**config.mk**
```make
export PLATFORM = sky130hd
export DESIGN_NAME = rca_multicycle
export DESIGN_NICKNAME = d
export VERILOG_FILES = /design/src/rtl/rca_multicycle.sv
export SDC_FILE = /design/constraint.sdc
export NUM_CORES = 1
export LEC_CHECK = 0
export BUFFER_PORTS_ARGS = -buffer_cell sky130_fd_sc_hd__buf_4
export CORE_MARGIN = 4
export CORE_UTILIZATION = 40
export DETAILED_ROUTE_END_ITERATION = 10
export PLACE_DENSITY = 0.61
export SLEW_MARGIN = 10
export SYNTH_ARGS = -nofsm -noshare
export SYNTH_HDL_FRONTEND = slang
export SYNTH_SLANG_ARGS = --single-unit
```
**constraint.sdc**
```tcl
create_clock -name clk -period 8.4 [get_ports clk]
set_input_delay 2.52 -clock clk [delete_from_list [all_inputs] [get_ports clk]]
set_output_delay 2.52 -clock clk [all_outputs]
set_load 0.05 [all_outputs]
```
**src/rtl/rca_multicycle.sv**
```systemverilog
// rca_multicycle: multi-cycle ripple-carry adder/subtractor.
//
// One CHUNK-bit ripple-carry slice (a chain of full-adder cells) is reused over
// N = WIDTH/CHUNK cycles, least-significant chunk first, with the carry held in
// a register between cycles. Valid/ready handshakes on both the operand and the
// result side; one operation in flight at a time.
//
// Ports:
//   clk        clock, all state updates on the rising edge
//   rst        synchronous active-high reset, aborts any operation in flight
//   in_valid   operands and mode valid
//   in_ready   unit can accept an operation (IDLE)
//   a, b       WIDTH-bit operands
//   cin        carry-in, add only
//   sub        0: a+b+cin, 1: a+~b+1 (cin ignored)
//   out_valid  result valid (DONE)
//   out_ready  consumer accepts the result
//   sum        result modulo 2^WIDTH
//   cout       carry out of bit WIDTH-1 (for sub, 1 = no borrow)
//   ovf        two's-complement signed overflow
//   zero       sum == 0
module rca_multicycle #(
  parameter int unsigned WIDTH = 16,
  parameter int unsigned CHUNK = 4
) (
  input  logic             clk,
  input  logic             rst,
  input  logic             in_valid,
  output logic             in_ready,
  input  logic [WIDTH-1:0] a,
  input  logic [WIDTH-1:0] b,
  input  logic             cin,
  input  logic             sub,
  output logic             out_valid,
  input  logic             out_ready,
  output logic [WIDTH-1:0] sum,
  output logic             cout,
  output logic             ovf,
  output logic             zero
);

  localparam int unsigned N  = WIDTH / CHUNK;
  localparam int unsigned CW = (N > 1) ? $clog2(N) : 1;

  localparam logic [1:0] IDLE = 2'd0;
  localparam logic [1:0] BUSY = 2'd1;
  localparam logic [1:0] DONE = 2'd2;

  logic [1:0]       state_q;
  logic [CW-1:0]    cnt_q;
  logic             carry_q;
  logic [WIDTH-1:0] a_q;
  logic [WIDTH-1:0] b_q;      // already inverted for subtract
  logic [WIDTH-1:0] sum_q;
  logic             cout_q;
  logic             ovf_q;
  logic             zero_q;

  // Ripple slice over the chunk selected by the counter.
  int unsigned      base;
  logic [WIDTH-1:0] a_sh;
  logic [WIDTH-1:0] b_sh;
  logic [CHUNK-1:0] slice_sum;
  logic             slice_cout;
  logic [WIDTH-1:0] result;
  logic             last;

  always_comb begin
    logic c;
    base      = 32'(cnt_q) * CHUNK;
    a_sh      = a_q >> base;
    b_sh      = b_q >> base;
    slice_sum = '0;
    c         = carry_q;
    for (int unsigned i = 0; i < CHUNK; i++) begin
      // Full-adder cell.
      slice_sum[i] = a_sh[i] ^ b_sh[i] ^ c;
      c            = (a_sh[i] & b_sh[i]) | (c & (a_sh[i] ^ b_sh[i]));
    end
    slice_cout           = c;
    result               = sum_q;
    result[base +: CHUNK] = slice_sum;
    last                 = (cnt_q == CW'(N - 1));
  end

  always_ff @(posedge clk) begin
    if (rst) begin
      state_q <= IDLE;
      cnt_q   <= '0;
      carry_q <= 1'b0;
      a_q     <= '0;
      b_q     <= '0;
      sum_q   <= '0;
      cout_q  <= 1'b0;
      ovf_q   <= 1'b0;
      zero_q  <= 1'b0;
    end else begin
      case (state_q)
        IDLE: begin
          if (in_valid) begin
            a_q     <= a;
            b_q     <= sub ? ~b : b;
            // Subtract is a + ~b + 1: the +1 rides in on the carry.
            carry_q <= sub ? 1'b1 : cin;
            cnt_q   <= '0;
            state_q <= BUSY;
          end
        end
        BUSY: begin
          sum_q   <= result;
          carry_q <= slice_cout;
          if (last) begin
            cout_q  <= slice_cout;
            ovf_q   <= (a_q[WIDTH-1] == b_q[WIDTH-1]) && (result[WIDTH-1] != a_q[WIDTH-1]);
            zero_q  <= (result == '0);
            cnt_q   <= '0;
            state_q <= DONE;
          end else begin
            cnt_q <= cnt_q + CW'(1);
          end
        end
        DONE: begin
          if (out_ready) begin
            state_q <= IDLE;
          end
        end
        default: state_q <= IDLE;
      endcase
    end
  end

  assign in_ready  = (state_q == IDLE);
  assign out_valid = (state_q == DONE);
  assign sum       = sum_q;
  assign cout      = cout_q;
  assign ovf       = ovf_q;
  assign zero      = zero_q;

endmodule

```
After elaboration in Yosys (flattened, before gate mapping)
Index checks and enable logic that the tools add are counted.
Word-level totals
  bits of input ports: 38
  word-level logic and storage cells: 64
  output and inout port bits: 21
  bits in registers: 56
Cells by class
  bitwise operators: 21
  equality and inequality tests: 8
  $add $sub $neg: 2
  mux-type cells: 12
  shift-type cells: 4
  reductions and logical operators: 8
Operators by type and width (count)
  $neg 4->34: 1
  $shift 4x34->16 const A: 1
  $shiftx 4x34->16: 1
  $shr 16x4->4: 2
  $bwmux 16: 1
  $logic_not 16->1: 1
  $mux 16: 1
  $not 16->16: 1
  $mux 2: 5
  $and 1x1->1: 8
  $xor 1x1->1: 8
  $pmux 2 s3: 1
  $reduce_and 2->1: 3
  $eq 2x2->1 const B: 2
  $ne 2x2->1 const B: 2
  $or 1x1->1: 4
  $pmux 2 s2: 1
  $reduce_and 3->1: 1
  $add 2x1->2 const B: 1
  $eq 2x1->1 const B: 1
  $logic_not 2->1: 1
  $mux 1: 2
  $ne 2x1->1 const B: 1
  $pmux 1 s2: 1
  other kinds (4): 4

Logic depth before layout (Yosys ltp)
Gate-level depths: netlist (run 1).
  depth after elaboration: 13
  gate-level depth with buffers: 15
  depth with buffers taken out: 13

Worst setup path after synthesis (run 1)
OpenSTA, ideal clock, no wires.
  path kind: register to register
  start: register cnt_q[0]
  end: register zero_q (netlist: zero)
  arrival time: 3.552 ns
  buffers on the path: 2
  clock period less this slack: 3.639 ns
  stages on the path, launching flop included: 16
  data required time: 8.313 ns
  path slack: 4.761 ns
  setup time: 0.087 ns
  cell sequence: dfxtp_1 > buf_2 > buf_1 > mux4_2 > inv_1 > fa_1 > inv_1 > fa_1 > inv_1 > fa_1 > inv_1 > fa_1 > or2_2 > a22oi_1 > o2111ai_1 > o31ai_1
Between the ends
  word-level cells in the longest chain between the ends: 12
  elaborated cells between the ends (all ways): 26
  classes of those cells: 1 x add/sub; 1 x eq/ne; 4 x shift; 1 x mux; 17 x bitwise; 2 x reduce/logical
Ends and longest elaborated chain
  start: declaration: line 50  | logic [CW-1:0] cnt_q;
  start signal: assignment: line 119  | cnt_q <= cnt_q + CW'(1);
  $shr 16x4->4, on equally long branches: line 71, 72
  $xor 1x1->1: line 77, 78
  $and 1x1->1: line 78  | c = (a_sh[i] & b_sh[i]) | (c & (a_sh[i] ^ b_sh[i]));
  $or 1x1->1: line 78
  $and 1x1->1: line 78
  $or 1x1->1: line 78
  $and 1x1->1: line 78
  $or 1x1->1: line 78
  $xor 1x1->1: line 77  | slice_sum[i] = a_sh[i] ^ b_sh[i] ^ c;
  $shiftx 4x34->16: line 82  | result[base +: CHUNK] = slice_sum;
  $bwmux 16: line 82
  $logic_not 16->1: line 115  | zero_q <= (result == '0);
  end signal: assignment: line 115
  end: declaration: line 57  | logic zero_q;
Several ways; a longest one is shown, not always the timed one.
A chain may end at the register's enable or synchronous reset.

Worst setup path after layout (run 1)
Ends and elaborated chain as after synthesis.

==> summary.txt, run 1 <==
Finish
  • Nets: roughly 400
  • Area growth syn-to-layout: 20.6%
  • Fin area: 3320 µm²
  • Most frequent cells in the layout: buf_4 (60), dfxtp_1 (56), nand2_1 (44)
  • Most common cell after layout, fill and taps aside: buf_4
  • Share of layout cells above drive strength 1: approximately 23%
  • Fill cells: between 600 and 700
  • Non-Filler Instances: approximately 430
  • Antenna diodes: 0

GRT
  • Vias in the first global route: between 2000 and 2500
  • Total grt overflow: 0
  • First-pass GRT wire length: roughly 11 mm
  • Total global-route track usage: 15.5%
  • Initial antenna violation count: 0
  • Largest net degree at the start of global routing: between 50 and 60

Drt
  • Pre-Repair DR Iteration Count: 4
  • Wire per inst: around 15 µm
  • Initial DRC count: 127
  • Vias/cell: around 5.3
  • Post-route ant nets: 0
  • Post-route DRC: 0
  • Routed WL: approximately 6.4 mm
  • Via Count: approximately 2300

Yosys
  • Main synth FF type: dfxtp_1
  • Number of synthesized flops with an enable pin: 0
  • Synth top area share: about two fifths
  • Post-Syn Instances: 305
  • Main area contributors after synthesis: dfxtp_1 (41%), mux4_2 (6.6%), nand2_1 (6.0%)
  • Seq/Total Area, Yosys: 40.8%
  • Async S/R FF share, synth: 0%
  • Synth warn: 0
  • #FFs+latches synth: 56
  • Netlist cell types: 44
  • Cell taking the most area after synthesis: dfxtp_1
  • Netlist Area Pre-Place: ~2800 µm²
  • Syn Area/Cell: between 9 and 10 µm²
  • Mapped Nets: between 300 and 400

Worst setup path
  • Critical path data required time: around 8600 ps
  • WS Path Type: flop to flop
  • CP endpoint kind: flop
  • Startpoint types: flop
  • Worst Path Arrival: between 4000 and 5000 ps
  • Worst reg-to-reg path cell count: 13
  • Worst-path maximum fanout: 23
  • R2R Path End: zero
  • Worst R2R Setup Slack: roughly 4400 ps
  • Worst r2r src: cnt_q[0]

Pwr
  • Static leakage: approximately 1.3 nW
  • Worst vdd ir: ~0.00010 V
  • Power density over the cells: about 180 nW/µm²

STA
  • Max transition margin: between 30% and 40%
  • Post-route worst setup slack: 4400 ps
  • Final Hold Fails: 0
  • RSZ-0062 raised after global routing: no
  • Upper clock frequency limit: between 200 and 250 MHz
  • Min Hold Slack: 458 ps
  • Worst slew pin tran: about 940 ps
  • Setup TNS: 0 ps
  • Final Slew Violations: 0
  • Final setup skew: 10.9 ps
  • Final setup viols: 0
  • Final Cycle Share: 47.7%
  • Min Tclk post-route: 4000 ps

Worst hold path
  • Worst hold path depth: 2
  • Min-Delay Startpoint: a_q[6]
  • Hold Path Sink: a_q[6]
  • Worst Hold Class: flop to flop

Clock tree
  • Deepest clock path buffer count: 2
  • TritonCTS clock tree: yes
  • Skew-Pair Late Insertion Delay: 310 ps
  • Htree depth: 2
  • Hold buffer count at cts: 0
  • Post-CTS Setup Bufs: 0
  • CTS Buf Count: 5
  • Root buf cell: clkbuf_8
  • Post-CTS Resized: 0
  • Clock sink total: 56
  • Worst-path clk slew: 100 ps

Placement
  • Cell Area, Placed: between 3000 and 4000 µm²
  • Port bufs: between 50 and 60
  • Post-detail-place hpwl: roughly 4.5 mm
  • Placed cell count: 420
  • GP Congestion: ~0.91
  • DP Worst Slack: 4440 ps

Outcome
  • Outcome: finished clean

Floorplanning
  • FP Rows: 29
  • Initial Util: a little over two fifths
  • Die Span X: 90.9 µm
  • Die area: 8270 µm²
  • I/O pin cnt: a little under 60
  • Die H: between 90 and 100 µm
  • Core area: 6490 µm²

Job
  • Total of max-cap violations: 0
## routing by layer
layer	share of wire, %	vias up	GRT usage [%]
met1	50	1042	21.3
met5	0	-	0
li1	-	1155	-
met4	0.88	0	3.89
met3	4.6	7	4.08
met2	44	47	24.5
## synth_stat cells (all sizes together), types with 6 or more instances
cell and number:
nand2 44, mux4 8, a21oi 24, ha 6
nor2 37, a211oi 17, xnor2 16, inv 11
clkbuf 13, a2bb2oi 8, buf 9, dfxtp 56
## report_power, final
group | leakage [nW] | switching (W) | total [W] | internal, W
combinational | 0.779 | 0.0000641 | 0.000122 | 0.0000575
clock | 0.0552 | 0.0000866 | 0.000175 | 0.0000887
sequential | 0.458 | 0.0000121 | 0.000292 | 0.000280
## through the flow
stage	total power [W]	utilization, %
2_1_floorplan	0.000382	-
3_3_place_gp	0.000419	49.4
3_5_place_dp	0.000420	49.4
4_1_cts	0.000595	51.1
5_1_grt	0.000620	51.1
6_report	0.000589	51.1
## logic make-up (layout without fill, tap and decap cells)
group | Yosys count | in the layout | share of synthesized area, %
adder cells (fa/ha/maj) | 10 | 10 | 5.64
XOR/XNOR | 16 | 16 | 5.10
AND/OR/NAND/NOR | 113 | 113 | 19.3
multiplexers | 9 | 9 | 6.96
buffers and inverters | 33 | 79 | 4.69
AO/OA/AOI/OAI | 68 | 68 | 17.5
flip-flops | 56 | 56 | 40.8
## worst max-delay path, cell delays in order, from the launching register on
cell and delay [ps]:
dfxtp_1 950, mux4_2 600, inv_1 80, fa_1 150, inv_1 50, fa_1 350
inv_1 70, fa_1 150, inv_1 50, fa_1 560, or2_2 340, a22oi_1 200
o2111ai_1 140, o31ai_1 240
## worst max-delay path by stage
stage / from / slack [ps] / cells past startpoint / end
5_1_grt: cnt_q[0] / 4150 / 13 / zero
6_report: cnt_q[0] / 4400 / 13 / zero
3_3_place_gp: cnt_q[0] / 4480 / 13 / zero
2_1_floorplan: cnt_q[0] / 4760 / 15 / zero
3_5_place_dp: cnt_q[0] / 4440 / 13 / zero
4_1_cts: cnt_q[0] / 4390 / 13 / zero
## state kept, by name, summed over array words and instances (netlist names)
signal   flops
carry_q      1
ovf          1
zero         1
cnt_q        2
b_q         16
a_q         16
state_q      2
sum         16
cout         1
## final cells by class
cell class / count / area [µm²] / area share, %
multi-input cells: 216 / 1500 / 45.2
flip-flops and latches: 56 / 1120 / 33.8
repair buffers: 60 / 450 / 13.6
well taps: 77 / 96.3 / 2.90
clock buffers: 6 / 72.6 / 2.19
inverters: 11 / 41.3 / 1.24
clock inverters: 2 / 35.0 / 1.06
Note: power is estimated with default switching activity, not from simulation.
==> inputs of run 2 (changes only) <==
--- a/config.mk
+++ b/config.mk
@@ -9,7 +9,7 @@
 export CORE_MARGIN = 4
 export CORE_UTILIZATION = 40
 export DETAILED_ROUTE_END_ITERATION = 10
-export PLACE_DENSITY = 0.61
+export PLACE_DENSITY = 0.63
 export SLEW_MARGIN = 10
 export SYNTH_ARGS = -nofsm -noshare
 export SYNTH_HDL_FRONTEND = slang
==> constraint.sdc (replaced) <==
create_clock -name clk -period 3.3 [get_ports clk]
set_input_delay 0.99 -clock clk [delete_from_list [all_inputs] [get_ports clk]]
set_output_delay 0.99 -clock clk [all_outputs]
set_load 0.05 [all_outputs]
==> summary.txt, run 2 (same netlist as run 1, synthesis figures left out) <==
Outcome
  • Outcome: finished clean

Drt
  • Vias/cell: 5.31 (+0.94%)
  • Wire per inst: 14.2 µm (-5.0%)
  • Initial DRC count: 89 (-30%)
  • Post-route DRC: 0 (unchanged)
  • Via Count: 2304 (+2.4%)
  • Routed WL: 6.14 mm (-3.6%)
  • Post-route ant nets: 0 (unchanged)
  • Pre-Repair DR Iteration Count: 4 (unchanged)

STA
  • Upper clock frequency limit: 320 MHz (+28%)
  • Min Tclk post-route: 3130 ps (-874 ps)
  • Setup TNS: 0 ps (unchanged)
  • RSZ-0062 raised after global routing: no
  • Final Hold Fails: 0 (unchanged)
  • Worst slew pin tran: 971 ps (+28.2 ps)
  • Max transition margin: 35.2% (-1.9 points)
  • Final setup skew: 5.23 ps (-5.67 ps)
  • Final Slew Violations: 0 (unchanged)
  • Final setup viols: 0 (unchanged)
  • Final Cycle Share: 94.8% (+47 points)

Worst setup path
  • Worst Path Arrival: 3340 ps (-900 ps)
  • Crit path launch: cnt_q[1]
  • Startpoint types: flop
  • CP endpoint kind: flop
  • Worst r2r src: cnt_q[1]
  • WS Path Type: flop to flop
  • Worst-path maximum fanout: 4 (-83%)
  • Critical path data required time: 3510 ps (-5120 ps)

Clock tree
  • Worst-path clk slew: 100 ps (about the same)
  • TritonCTS clock tree: yes
  • Hold buffer count at cts: 0 (unchanged)
  • Clock sink total: 56 (unchanged)
  • Root buf cell: clkbuf_8
  • Deepest clock path buffer count: 2 (unchanged)
  • Htree depth: 2 (unchanged)
  • Skew-Pair Late Insertion Delay: 310 ps (about the same)
  • CTS Buf Count: 5 (unchanged)

Finish
  • Nets: 404 (+1.5%)
  • Most common cell after layout, fill and taps aside: buf_4
  • Area growth syn-to-layout: 23.4%
  • Most frequent cells in the layout: buf_4 (65), dfxtp_1 (54), nand2_1 (44)
  • Utilization after layout: 52.3% (+1.2 points)
  • Antenna diodes: 0 (unchanged)
  • Share of layout cells above drive strength 1: 28.9% (+5.8 points)
  • Non-Filler Instances: 434 (+1.4%)

GRT
  • Total global-route track usage: 15.8% (+0.31 points)
  • Vias in the first global route: 2245 (+1.5%)
  • Largest net degree at the start of global routing: 58 (unchanged)
  • Initial antenna violation count: 0 (unchanged)
  • First-pass GRT wire length: 10.8 mm (+0.91%)
  • Total grt overflow: 0 (unchanged)

Pwr
  • Comb power frac: 23.6% (+3.0 points)
  • Static leakage: 1.31 nW (+1.3%)
  • Seq pwr share: 50.4% (+0.8 points)
  • Clk pwr share: 26.0% (-3.8 points)
  • Worst vdd ir: 0.000227 V (+120%)
  • Power density over the cells: 431 nW/µm² (+140%)
  • Switching pwr: 0.000430 W (+160%)
  • Switching Share: 29.4% (+1.8 points)
  • Internal power: 0.00103 W (+140%)

Floorplanning
  • FP Rows: 29 (unchanged)
  • Die Span X: 90.9 µm (unchanged)
  • Core area: 6490 µm² (unchanged)
  • Die H: 90.9 µm (unchanged)
  • Die area: 8270 µm² (unchanged)
  • I/O pin cnt: 59 (unchanged)
  • Initial Util: 42.3% (unchanged)

Placement
  • Port bufs: 58 (unchanged)
  • GP Congestion: 0.888 (-2.0%)
  • Placed cell count: 424 (+0.95%)
  • Post-detail-place hpwl: 4.64 mm (+2.7%)

Worst hold path
  • Min-Delay Startpoint: a_q[1]
  • Worst Hold Class: flop to flop

Job
  • Total of max-cap violations: 0 (unchanged)
==> run 2: changes by cell type in the layout (fill, tap and decap cells not counted), moves of 4 or more <==
cell / delta
buf_4: +5
fa_1: -4
fa_2: +4
inv_1: -4
inv_2: +4
==> run 2: routing by layer <==
metal / global-route usage (%) / vias to the layer above / part of all wire [%]
met5: 0 / - / 0
met2: 25.2 / 66 / 46
met1: 21.1 / 1061 / 46
li1: - / 1169 / -
met4: 4.65 / 0 / 1.3
met3: 4.42 / 8 / 6.3
==> run 2: critical path, stage by stage, from the launching register on <==
cell	delay, ps
dfxtp_4	380
mux4_2	500
inv_2	70
fa_2	190
inv_2	40
fa_2	330
inv_2	60
fa_2	190
inv_2	40
fa_2	530
buf_6	110
nor2_2	30
a22o_1	220
o32ai_2	270
o31ai_2	90
==> run 2: metrics by stage <==
stage | instance area, µm² | setup WS, ps | hold WS [ps] | total power, W
after global routing | 3390 | 7.62 | 480 | 0.00154
after floorplan | 2770 | 24.4 | 433 | 0.000976
after detailed placement | 3240 | 30.0 | 447 | 0.00108
after global placement | 3240 | 104 | 446 | 0.00107
after CTS | 3340 | 33.3 | 461 | 0.00145
final | 3390 | 170 | 457 | 0.00146
==> run 2: worst paths after layout <==
check | endpoint | slack, ps | depth (start not counted)
worst max register to register | zero | 170 | 14
worst min-delay path | a_q[1] | 460 | 2
worst max-delay path | zero | 170 | 14
worst min register to register | a_q[1] | 460 | 2
==> run 2: layout make-up <==
cell class / instances / area [µm²]
fill: 648 / 3100
sequential: 56 / 1130
timing repair buffer: 66 / 499
tap: 77 / 96.3
clock buffer: 5 / 68.8
multi-input combinational: 216 / 1540
inverter: 11 / 41.3
clock inverter: 3 / 23.8
==> run 2: timing repair <==
| item | in CTS | in global routing |
|---|---|---|
| resized for setup | 1 | 15 |
| pin swaps | 1 | 5 |
| setup endpoints to repair | 1 | 2 |
| hold endpoints to repair | 0 | 0 |
| setup buffers | 1 | 1 |
==> run 2: power groups by stage <==
stage | clock network (W) | registers (W) | logic (W)
after detailed placement | 0 | 0.000753 | 0.000322
final | 0.000380 | 0.000736 | 0.000345
after global placement | 0 | 0.000753 | 0.000320
after floorplan | 0 | 0.000755 | 0.000221
after global routing | 0.000418 | 0.000741 | 0.000384
after CTS | 0.000389 | 0.000738 | 0.000325
